[src/rtl/branch_resolve_ctrl_pkg.sv]
// Shared MIPS branch definitions: branch opcode encodings, controller state
// encoding, default sizing and small arithmetic helpers used by the branch
// resolution controller.
package mips_pkg;

  typedef enum logic [1:0] {
    BR_BEQ  = 2'b00,
    BR_BNE  = 2'b01,
    BR_BLEZ = 2'b10,
    BR_BGTZ = 2'b11
  } br_op_t;

  typedef enum logic [1:0] {
    S_IDLE     = 2'b00,
    S_EVAL     = 2'b01,
    S_REDIRECT = 2'b10,
    S_FLUSH    = 2'b11
  } br_state_t;

  localparam int FLUSH_SLOTS_DEFAULT = 2;
  localparam int WIDTH_DEFAULT       = 32;
  localparam int FLUSH_CNT_W         = 3;

  // Branch outcome from the zero flag and the sign of rs.
  function automatic logic br_taken(input br_op_t op, input logic zero, input logic sign);
    logic t;
    case (op)
      BR_BEQ:  t = zero;
      BR_BNE:  t = ~zero;
      BR_BLEZ: t = zero | sign;
      BR_BGTZ: t = ~zero & ~sign;
      default: t = 1'b0;
    endcase
    return t;
  endfunction

  // 32-bit increment that sticks at all-ones.
  function automatic logic [31:0] sat_inc32(input logic [31:0] v);
    logic [31:0] r;
    if (v == 32'hFFFF_FFFF) begin
      r = v;
    end else begin
      r = v + 32'd1;
    end
    return r;
  endfunction

endpackage

[src/rtl/branch_resolve_ctrl_if.sv]
// Branch request / resolution bus between the hazard unit side (master) and
// the branch resolution controller (slave).
// Optional statistics signals are present when BRANCH_STATS_EN is defined.
interface branch_resolve_ctrl_if #(parameter int WIDTH = 32);

  logic             br_valid;
  logic [1:0]       br_op;
  logic [WIDTH-1:0] br_a;
  logic [WIDTH-1:0] br_b;
  logic [WIDTH-1:0] br_target;
  logic             stall;
  logic             br_ready;
  logic             resolve_valid;
  logic             resolve_taken;
  logic             pc_load;
  logic [WIDTH-1:0] pc_target;
  logic             flush;
`ifdef BRANCH_STATS_EN
  logic             stat_clr;
  logic [31:0]      stat_taken;
  logic [31:0]      stat_not_taken;

  modport master (
    output br_valid, br_op, br_a, br_b, br_target, stall, stat_clr,
    input  br_ready, resolve_valid, resolve_taken, pc_load, pc_target, flush,
           stat_taken, stat_not_taken
  );

  modport slave (
    input  br_valid, br_op, br_a, br_b, br_target, stall, stat_clr,
    output br_ready, resolve_valid, resolve_taken, pc_load, pc_target, flush,
           stat_taken, stat_not_taken
  );
`else
  modport master (
    output br_valid, br_op, br_a, br_b, br_target, stall,
    input  br_ready, resolve_valid, resolve_taken, pc_load, pc_target, flush
  );

  modport slave (
    input  br_valid, br_op, br_a, br_b, br_target, stall,
    output br_ready, resolve_valid, resolve_taken, pc_load, pc_target, flush
  );
`endif

endinterface

[src/rtl/branch_resolve_ctrl_zero_detector.sv]
// Shared zero detector: flags an all-zero operand difference.
module zero_detector #(
  parameter int WIDTH = 32
) (
  input  logic [WIDTH-1:0] value,
  output logic             zero
);

  assign zero = (value == {WIDTH{1'b0}});

endmodule

[src/rtl/branch_resolve_ctrl.sv]
// Branch resolution controller for the pipelined MIPS core.
// Accepts a branch in IDLE, evaluates it through the shared zero detector,
// then on a taken branch issues a one-cycle PC redirect followed by a
// flush lasting FLUSH_SLOTS cycles in total.
// Optional: define BRANCH_STATS_EN to add saturating taken/not-taken counters.
module branch_resolve_ctrl
  import mips_pkg::*;
#(
  parameter int FLUSH_SLOTS = FLUSH_SLOTS_DEFAULT,
  parameter int WIDTH       = WIDTH_DEFAULT
) (
  input  logic                 clk,
  input  logic                 reset,
  branch_resolve_ctrl_if.slave bus
);

  // Counter reload value on leaving REDIRECT (slots still to flush).
  localparam logic [FLUSH_CNT_W-1:0] FLUSH_INIT = FLUSH_CNT_W'(FLUSH_SLOTS - 1);

  br_state_t              state;
  br_op_t                 op_q;
  logic [WIDTH-1:0]       a_q;
  logic [WIDTH-1:0]       b_q;
  logic [WIDTH-1:0]       target_q;
  logic [FLUSH_CNT_W-1:0] flush_cnt;

  logic                   br_ready_q;
  logic                   resolve_valid_q;
  logic                   resolve_taken_q;
  logic                   pc_load_q;
  logic [WIDTH-1:0]       pc_target_q;
  logic                   flush_q;

  logic [WIDTH-1:0]       diff;
  logic                   zero;
  logic                   taken;

  // Operand difference; sign-tests against zero pass rs straight through.
  always_comb begin
    diff = a_q;
    if ((op_q == BR_BEQ) || (op_q == BR_BNE)) begin
      diff = a_q - b_q;
    end else begin
      diff = a_q;
    end
  end

  zero_detector #(.WIDTH(WIDTH)) u_zero_detector (
    .value (diff),
    .zero  (zero)
  );

  assign taken = br_taken(op_q, zero, a_q[WIDTH-1]);

  // Control FSM with all outputs registered; pulses default low each cycle.
  always_ff @(posedge clk or posedge reset) begin
    if (reset) begin
      state           <= S_IDLE;
      op_q            <= BR_BEQ;
      a_q             <= {WIDTH{1'b0}};
      b_q             <= {WIDTH{1'b0}};
      target_q        <= {WIDTH{1'b0}};
      flush_cnt       <= {FLUSH_CNT_W{1'b0}};
      br_ready_q      <= 1'b1;
      resolve_valid_q <= 1'b0;
      resolve_taken_q <= 1'b0;
      pc_load_q       <= 1'b0;
      pc_target_q     <= {WIDTH{1'b0}};
      flush_q         <= 1'b0;
    end else begin
      resolve_valid_q <= 1'b0;
      resolve_taken_q <= 1'b0;
      pc_load_q       <= 1'b0;
      case (state)
        S_IDLE: begin
          if (bus.br_valid && !bus.stall) begin
            op_q       <= br_op_t'(bus.br_op);
            a_q        <= bus.br_a;
            b_q        <= bus.br_b;
            target_q   <= bus.br_target;
            br_ready_q <= 1'b0;
            state      <= S_EVAL;
          end else begin
            br_ready_q <= 1'b1;
          end
        end
        S_EVAL: begin
          if (!bus.stall) begin
            resolve_valid_q <= 1'b1;
            resolve_taken_q <= taken;
            if (taken) begin
              pc_load_q   <= 1'b1;
              pc_target_q <= target_q;
              flush_q     <= 1'b1;
              state       <= S_REDIRECT;
            end else begin
              br_ready_q  <= 1'b1;
              state       <= S_IDLE;
            end
          end else begin
            state <= S_EVAL;
          end
        end
        S_REDIRECT: begin
          // Redirect is never held off by stall.
          if (FLUSH_SLOTS > 1) begin
            flush_cnt <= FLUSH_INIT;
            state     <= S_FLUSH;
          end else begin
            flush_q    <= 1'b0;
            br_ready_q <= 1'b1;
            state      <= S_IDLE;
          end
        end
        S_FLUSH: begin
          // Counts down regardless of stall so the flush length is fixed.
          if (flush_cnt <= FLUSH_CNT_W'(1)) begin
            flush_cnt  <= {FLUSH_CNT_W{1'b0}};
            flush_q    <= 1'b0;
            br_ready_q <= 1'b1;
            state      <= S_IDLE;
          end else begin
            flush_cnt <= flush_cnt - FLUSH_CNT_W'(1);
          end
        end
        default: begin
          flush_cnt  <= {FLUSH_CNT_W{1'b0}};
          flush_q    <= 1'b0;
          br_ready_q <= 1'b1;
          state      <= S_IDLE;
        end
      endcase
    end
  end

  assign bus.br_ready      = br_ready_q;
  assign bus.resolve_valid = resolve_valid_q;
  assign bus.resolve_taken = resolve_taken_q;
  assign bus.pc_load       = pc_load_q;
  assign bus.pc_target     = pc_target_q;
  assign bus.flush         = flush_q;

`ifdef BRANCH_STATS_EN
  logic [31:0] stat_taken_q;
  logic [31:0] stat_not_taken_q;

  // Saturating outcome counters; clear wins over a same-cycle increment.
  always_ff @(posedge clk or posedge reset) begin
    if (reset) begin
      stat_taken_q     <= 32'd0;
      stat_not_taken_q <= 32'd0;
    end else if (bus.stat_clr) begin
      stat_taken_q     <= 32'd0;
      stat_not_taken_q <= 32'd0;
    end else if (resolve_valid_q) begin
      if (resolve_taken_q) begin
        stat_taken_q     <= sat_inc32(stat_taken_q);
      end else begin
        stat_not_taken_q <= sat_inc32(stat_not_taken_q);
      end
    end else begin
      stat_taken_q     <= stat_taken_q;
      stat_not_taken_q <= stat_not_taken_q;
    end
  end

  assign bus.stat_taken     = stat_taken_q;
  assign bus.stat_not_taken = stat_not_taken_q;
`endif

endmodule

[src/flat_wrapper.sv]
// flat-port wrapper written by rule: the top's interface ports become plain ports
module branch_resolve_ctrl_flat import mips_pkg::*;
#(
  parameter int FLUSH_SLOTS = FLUSH_SLOTS_DEFAULT,
  parameter int WIDTH       = WIDTH_DEFAULT
)
  (clk, reset, bus_br_valid, bus_br_op, bus_br_a, bus_br_b, bus_br_target, bus_stall, bus_br_ready, bus_resolve_valid, bus_resolve_taken, bus_pc_load, bus_pc_target, bus_flush);
  branch_resolve_ctrl_if #(.WIDTH(WIDTH)) bus_i ();
  input  logic clk;
  input  logic reset;
  input wire logic [$bits(bus_i.br_valid)-1:0] bus_br_valid;
  input wire logic [$bits(bus_i.br_op)-1:0] bus_br_op;
  input wire logic [$bits(bus_i.br_a)-1:0] bus_br_a;
  input wire logic [$bits(bus_i.br_b)-1:0] bus_br_b;
  input wire logic [$bits(bus_i.br_target)-1:0] bus_br_target;
  input wire logic [$bits(bus_i.stall)-1:0] bus_stall;
  output wire logic [$bits(bus_i.br_ready)-1:0] bus_br_ready;
  output wire logic [$bits(bus_i.resolve_valid)-1:0] bus_resolve_valid;
  output wire logic [$bits(bus_i.resolve_taken)-1:0] bus_resolve_taken;
  output wire logic [$bits(bus_i.pc_load)-1:0] bus_pc_load;
  output wire logic [$bits(bus_i.pc_target)-1:0] bus_pc_target;
  output wire logic [$bits(bus_i.flush)-1:0] bus_flush;
  assign bus_i.br_valid = bus_br_valid;
  assign bus_i.br_op = bus_br_op;
  assign bus_i.br_a = bus_br_a;
  assign bus_i.br_b = bus_br_b;
  assign bus_i.br_target = bus_br_target;
  assign bus_i.stall = bus_stall;
  assign bus_br_ready = bus_i.br_ready;
  assign bus_resolve_valid = bus_i.resolve_valid;
  assign bus_resolve_taken = bus_i.resolve_taken;
  assign bus_pc_load = bus_i.pc_load;
  assign bus_pc_target = bus_i.pc_target;
  assign bus_flush = bus_i.flush;
  branch_resolve_ctrl #(.FLUSH_SLOTS(FLUSH_SLOTS), .WIDTH(WIDTH)) u_core (.clk(clk), .reset(reset), .bus(bus_i));
endmodule
[config.mk]
export PLATFORM = sky130hd
export DESIGN_NAME = branch_resolve_ctrl_flat
export DESIGN_NICKNAME = d
export VERILOG_FILES = /design/src/rtl/branch_resolve_ctrl_pkg.sv /design/src/rtl/branch_resolve_ctrl_if.sv /design/src/rtl/branch_resolve_ctrl_zero_detector.sv /design/src/rtl/branch_resolve_ctrl.sv /design/src/flat_wrapper.sv
export SDC_FILE = /design/constraint.sdc
export NUM_CORES = 1
export LEC_CHECK = 0
export BUFFER_PORTS_ARGS = -buffer_cell sky130_fd_sc_hd__buf_2
export CAP_MARGIN = 0
export CORE_MARGIN = 2
export CORE_UTILIZATION = 42
export DETAILED_ROUTE_END_ITERATION = 8
export PLACE_DENSITY = 0.65
export SYNTH_ARGS = -nofsm -noshare
export SYNTH_HDL_FRONTEND = slang
export SYNTH_HIERARCHICAL = 1
export SYNTH_SLANG_ARGS = --single-unit
[constraint.sdc]
create_clock -name clk -period 7.9 [get_ports clk]
set_input_delay 0.395 -clock clk [delete_from_list [all_inputs] [get_ports clk]]
set_output_delay 0.395 -clock clk [all_outputs]
set_load 0.01 [all_outputs]
==> reports/metrics.cfg, run 1 <==
[status]
outcome=completed

[grt]
grt_usage_pct=19.0
grt_pass1_vias=5743
grt.overflow.total=0
grt_antenna_before_repair=2
grt_max_degree=104
grt_pass1_wl_mm=28.1

[timing]
finalHoldViolations=0
period_share_pct=63.0
maxSlewViolCount=0
setup-tns-final_ns=0
slew_headroom_pct=24.2
max_freq_mhz=201
hold_ws_ns=0.0203
worstMarginPinSlew_ns=1.14
finalSetupViolCount=0
period_needed_ns=4.98
grt_setup_unrepaired=false
clock_skew_ns=0.0165

[synthesis]
synth_cell_types=66
synth_area_leaders=dfrtp_1 (46%), mux2_2 (10%), nand2_1 (8.8%)
synth_area_per_cell_sq_um=9.59
ys_seq_elements=139
netlist.area_leader.share_pct=46.3
synth-edff-count=0
yosysTopAreaCell=dfrtp_1
netlist_instances=777
syn-num-nets=913
ys_seq_area_share_pct=46.7
yosys_warnings=6
yosys_most_used_dff=dfrtp_1
netlist_area_sq_um=7450
async_flop_share_pct=100

[drt]
top_layer_used=met5
drt_iter0_drc=403
wl_mm=16.7
vias=5825
ant_nets=0
wl_met2_mm=7.63
post_drt_wl_per_cell_microns=14.6
met1_length_mm=7.88
via_per_inst=5.09
route.met3.wl_mm=1.03
drt-pass1-iter-count=7
route.detailed.drc=0

[cells_and_area]
area_delta_synth_final_pct=19.6
layout_commonest_cell=nand2_1
multi_input_area_sq_um=3610
nNetsFinal=1040
seq_area_sq_um=3480
drive_above_1_share_pct=28.6
final_cell_mix=nand2_1 (174), buf_2 (138), dfrtp_1 (138), o21ai_0 (74), mux2_2 (67)
fillerInstances=1645

[hold_path]
hold_class=input port to async pin

[floorplan]
fp.coreArea_sq_um=17300
num_rows=48
fp.dieH_microns=137
fp.dieW_microns=137
die-area_sq_um=18800
start_util_pct=43.1
boundaryPins=139

[worst_setup_path]
r2r-start=u_core/a_q[0]
end_kind=flop
r2r_slack_ns=2.92
required_ns=8.26
rr_worst_depth=21
worst_ep_arrival_time_ns=5.34
critPathLaunchType=flop
worstPathMaxFanout=34
crit_start=u_core/a_q[0]
crit_type=flop to flop
cp-endpoint=u_core/bus.pc_target[21]
r2r_end=u_core/bus.pc_target[21]

[clock_tree]
cts_hold_buf=0
cts_tree=done
ctsResizeCount=0
clk-insertion-delay-late_ns=0.43
root_buffer=clkbuf_16
clk_pin_slew_ns=0.07
cts_max_level=4
numCtsBuffers=17
clockBufferDepth=2
post_cts_buffers=0
cts.sinks=139

[placed_design]
hpwl_mm=11.8
io_buffer_count=138
gp_congestion=0.875

[power_and_ir_drop]
ir_drop_v=0.000193
totalPowerFinal_mw=4.43
power.leakage_nw=4.29
power_density_nw_per_um2=497

[flow_run]
max_cap_violations=0

worst min path at each step:
stage          cells after the start           startpoint                  endpoint
2_1_floorplan                      2   u_core/target_q[0]   u_core/bus.pc_target[0]
3_3_place_gp                       2   u_core/target_q[1]   u_core/bus.pc_target[1]
3_5_place_dp                       2  u_core/target_q[22]  u_core/bus.pc_target[22]
4_1_cts                            2                reset   u_core/bus.pc_target[2]
5_1_grt                            2                reset        u_core/target_q[6]
6_report                           2                reset        u_core/target_q[6]
sequential cells by signal, summed over array words and instances (netlist names), 2 cells and up, named ones only:
| signal | count |
|---|---|
| u_core/target_q | 32 |
| u_core/op_q | 2 |
| u_core/bus.pc_target | 32 |
| u_core/a_q | 32 |
| u_core/b_q | 32 |
| u_core/flush_cnt | 3 |
stage by stage:
step / std cells / util [%] / setup WS, ns / area (sq um)
floorplan: 777 / - / 3.78 / 7450
global placement: 1110 / 48.0 / 2.91 / 8300
finish: 1145 / 51.6 / 2.92 / 8920
detailed placement: 1110 / 48.0 / 2.93 / 8300
CTS: 1142 / 51.5 / 2.85 / 8910
global route: 1142 / 51.5 / 2.33 / 8910
cell type report:
type / count / share of cell area [%]
Antenna cell: 3 / 0.0842
Clock buffer: 17 / 4.77
Clock inverter: 15 / 2.12
Inverter: 50 / 2.16
Multi-Input combinational cell: 553 / 40.5
Sequential cell: 139 / 39.0
Tap cell: 225 / 3.16
Timing Repair Buffer: 143 / 8.17
Yosys cell counts, types with 4 or more instances:
cell type,n
nand3_1,9
nor2b_1,4
o31ai_1,4
mux2_2,67
nor4_1,7
o211ai_1,4
inv_1,50
nand4_1,6
xor2_1,7
a21o_1,10
nand2b_1,4
dfrtp_1,138
nor3_1,7
nand2_1,174
xnor2_1,13
nor2_1,28
o21a_1,10
clkbuf_1,23
a31oi_1,5
ha_1,33
o21ai_0,74
a21oi_1,35
where the power goes:
part           switching (mW)  internal (mW)  leakage (nW)
logic                    1.29           1.04          2.29
registers               0.236           1.06          1.69
clock network           0.369          0.432         0.301
total                    1.90           2.53          4.29
logic make-up (layout without fill, tap and decap cells):
family	after synthesis	after routing	share of synthesized area (%)
compound gates	171	171	14.6
xor+xnor	20	20	2.35
fa+ha+maj	34	34	5.81
buf+inv	85	225	4.97
flops	139	139	46.7
mux	68	68	10.3
other cells	0	3	0
simple gates	260	260	15.4
per-layer routing:
metal | up-vias | GRT usage [%]
met3 | 11 | 5.63
met2 | 131 | 29.5
met5 | - | 0
li1 | 2919 | -
met4 | 2 | 6.13
met1 | 2762 | 25.6
worst max-delay path, cell delays in order, from the launching register on:
cell      delay (ns)
dfrtp_1         0.33
inv_1           0.06
ha_1            0.23
fa_1            0.39
nand2b_1        0.18
a21oi_1         0.17
o21ai_0         0.23
a21bo_4         0.30
a211oi_4        0.31
a21oi_2         0.13
nor3_1          0.19
nor3_1          0.07
nor4_1          0.33
nand4_1         0.16
nor2_1          0.12
a21oi_1         0.07
xnor2_1         0.25
nand2_1         0.09
buf_4           0.26
inv_1           0.81
nand2_1         0.15
nand2_1         0.10
Note: power is estimated with default switching activity, not from simulation.
==> run 2, diff against run 1 <==
--- a/config.mk
+++ b/config.mk
@@ -5,12 +5,13 @@
 export SDC_FILE = /design/constraint.sdc
 export NUM_CORES = 1
 export LEC_CHECK = 0
+export ABC_AREA = 1
 export BUFFER_PORTS_ARGS = -buffer_cell sky130_fd_sc_hd__buf_2
 export CAP_MARGIN = 0
 export CORE_MARGIN = 2
 export CORE_UTILIZATION = 42
 export DETAILED_ROUTE_END_ITERATION = 8
-export PLACE_DENSITY = 0.65
+export PLACE_DENSITY = 0.67
 export SYNTH_ARGS = -nofsm -noshare
 export SYNTH_HDL_FRONTEND = slang
 export SYNTH_HIERARCHICAL = 1
==> constraint.sdc (replaced) <==
create_clock -name clk -period 4.4 [get_ports clk]
set_input_delay 0.22 -clock clk [delete_from_list [all_inputs] [get_ports clk]]
set_output_delay 0.22 -clock clk [all_outputs]
set_load 0.01 [all_outputs]
==> reports/metrics.cfg, run 2 <==
[status]
outcome=completed

[floorplan]
num_rows=51  ; +6.3%
fp.coreArea_sq_um=19400  ; +12%
boundaryPins=139  ; unchanged
fp.dieW_microns=144  ; +5.1%
start_util_pct=42.6  ; -0.50 points
die-area_sq_um=20800  ; +11%
fp.dieH_microns=144  ; +5.1%

[worst_setup_path]
r2r-start=u_core/a_q[0]
r2r_slack_ns=0.47  ; -2.45 ns
end_kind=flop
crit_type=flop to flop
crit_slowest_cell=fa_1
worstPathMaxFanout=34  ; unchanged
cpPeakStageDelay_ns=0.38  ; -0.43 ns
required_ns=4.71  ; -3.55 ns
worst_ep_arrival_time_ns=4.24  ; -1.10 ns
rr_worst_depth=27  ; +29%
crit_top_cell=nand2_1
r2r_end=u_core/bus.pc_target[31]
critPathLaunchType=flop

[synthesis]
yosys_most_used_dff=dfrtp_1
synth_area_leaders=dfrtp_1 (42%), nand2_1 (28%), inv_1 (7.5%)
yosys-top-cells-count=nand2_1 (622), inv_1 (164), dfrtp_1 (138)
synth_fa_ha_area_share_pct=5.24  ; -0.57 points
synth_cell_types=34  ; -48%
ys_seq_area_share_pct=42.1  ; -4.6 points
yosysTopAreaCell=dfrtp_1
synth_xor_area_share_pct=1.26  ; -1.1 points
synth-edff-count=0  ; unchanged
yosysMostFrequentCell=nand2_1
synth_area_per_cell_sq_um=6.75  ; -30%
netlist_area_sq_um=8260  ; +11%
synth_top_family_by_area=simple AND/OR/NAND/NOR gates
netlist.area_leader.share_pct=41.8  ; -4.5 points
yosys.area_share.simple_pct=35.9  ; +21 points
syn-num-nets=1361  ; +49%
synth.area.mux_share_pct=0  ; -10 points
synth-compound-area-share_pct=5.36  ; -9.2 points
ys_seq_elements=139  ; unchanged
netlist_instances=1225  ; +58%
yosys_warnings=6  ; unchanged
async_flop_share_pct=100  ; unchanged

[hold_path]
whs_path_depth=3
hold_class=input port to flop
whs_endpoint=u_core/target_q[23]
hold_path_startpoint=bus_br_target[23]

[timing]
worstMarginPinSlew_ns=0.984  ; -0.153 ns
maxSlewViolCount=0  ; unchanged
fin_ws_ns=0.474  ; -2.45 ns
grt_setup_unrepaired=false
hold_ws_ns=0.0111  ; -0.00924 ns
period_needed_ns=3.93  ; -1.05 ns
slew_headroom_pct=34.4  ; +10 points
clock_skew_ns=0.0125  ; -0.00406 ns
finalSetupViolCount=0  ; unchanged
period_share_pct=89.2  ; +26 points
finalHoldViolations=0  ; unchanged
max_freq_mhz=255  ; +27%
setup-tns-final_ns=0  ; unchanged

[grt]
grt_usage_pct=22.1  ; +3.1 points
grt_max_degree=112  ; +7.7%
met3_usage_pct=4.74  ; -0.89 points
grt_antenna_before_repair=0  ; -2
grt_pass1_wl_mm=36.3  ; +29%
grt.busiest_layer=met2
grt_pass1_vias=7623  ; +33%
grtUsageMet1_pct=30.9  ; +5.3 points
grt.overflow.total=0  ; unchanged
use_met2_pct=35.0  ; +5.5 points

[cells_and_area]
num_antenna_cells=0  ; -3
nNetsFinal=1545  ; +49%
design_area_sq_um=10300  ; +16%
layout_commonest_cell=nand2_1
final_cell_mix=nand2_1 (621), inv_1 (163), buf_2 (138), dfrtp_1 (138), nor2_1 (68)
area_delta_synth_final_pct=24.8
final_util_pct=53.2  ; +1.6 points
final_cells=1687  ; +47%
drive_above_1_share_pct=13.7  ; -15 points

[drt]
vias=7852  ; +35%
post_drt_wl_per_cell_microns=13.0  ; -11%
drt-pass1-iter-count=6  ; -1
route.detailed.drc=0  ; unchanged
drt_iter0_drc=495  ; +23%
ant_nets=0  ; unchanged
wl_mm=21.9  ; +31%
via_per_inst=4.65  ; -8.5%

[clock_tree]
clk-insertion-delay-late_ns=0.42  ; about the same
cts_max_level=4  ; unchanged
root_buffer=clkbuf_16
cts.sinks=139  ; unchanged
ctsResizeCount=0  ; unchanged
numCtsBuffers=17  ; unchanged
clockBufferDepth=2  ; unchanged
cts_tree=done
clk_pin_slew_ns=0.07  ; about the same

[placed_design]
placedCellCount=1598  ; +44%
hpwl_mm=15.7  ; +33%
io_buffer_count=138  ; unchanged
dp_worst_setup_slack_ns=0.535  ; -2.39 ns
gp_congestion=0.940  ; +7.4%
place_area_sq_um=9130  ; +10%

[flow_run]
max_cap_violations=0  ; unchanged

[power_and_ir_drop]
power_density_nw_per_um2=828  ; +67%
power_frac_clock_pct=17.7  ; -0.4 points
p_sw_mw=4.10  ; +120%
power.leakage_nw=5.95  ; +39%
pwr-share-seq_pct=25.9  ; -3.3 points
totalPowerFinal_mw=8.54  ; +93%
internal_power_mw=4.44  ; +75%
p_sw_share_pct=48.0  ; +5.2 points
ir_drop_v=0.000344  ; +78%
combPwrFrac_pct=56.5  ; +3.7 points

==> run 2: worst max path at each step <==
| stage | slack [ns] | cells past startpoint | endpoint | startpoint |
|---|---|---|---|---|
| 6_report | 0.47 | 27 | u_core/bus.pc_target[31] | u_core/a_q[0] |
| 5_1_grt | 0.04 | 27 | u_core/bus.pc_target[27] | u_core/a_q[0] |
| 4_1_cts | 0.50 | 27 | u_core/bus.pc_target[31] | u_core/a_q[0] |
| 3_5_place_dp | 0.53 | 27 | u_core/bus.pc_target[31] | u_core/a_q[0] |
| 3_3_place_gp | 0.61 | 27 | u_core/bus.pc_target[20] | u_core/a_q[0] |
| 2_1_floorplan | 0.46 | 1 | async pin | reset |
==> run 2: area by class of cell <==
type	count	area [sq um]
repair buffers	200	1300
clock buffers	17	425
flip-flops and latches	139	3480
clock inverters	15	194
inverters	167	637
well taps	265	332
fillers	1925	9080
multi-input cells	884	3950
==> run 2: timing repair <==
action,CTS,global route
endpoints found under the hold margin,57,0
setup buffers,0,0
hold buffers,57,0
==> run 2: kinds of logic after synthesis <==
logic type,count (synthesis)
simple gates,758
buf+inv,202
flops,139
compound gates,81
fa+ha+maj,34
xor+xnor,11
==> run 2: layer usage <==
layer / vias up / share of wire [%]
met4: 0 / 1.4
met3: 26 / 5.0
met1: 3550 / 49
li1: 4072 / -
met5: - / 0
met2: 204 / 44
==> run 2: worst max-delay path: cells and delay by family (launching register included) <==
family,cells,cell delay (ns)
xor+xnor,1,0.07
fa+ha+maj,2,0.60
buf+inv,5,0.59
flops,1,0.34
simple gates,19,2.20
==> run 2: power groups by stage <==
stage / Clock [mW] / Sequential [mW] / Combinational, mW
after floorplan: 0 / 2.19 / 3.54
after global placement: 0 / 2.22 / 4.67
after detailed placement: 0 / 2.22 / 4.72
after CTS: 1.54 / 2.21 / 4.79
after global routing: 1.60 / 2.28 / 5.53
final: 1.51 / 2.21 / 4.82
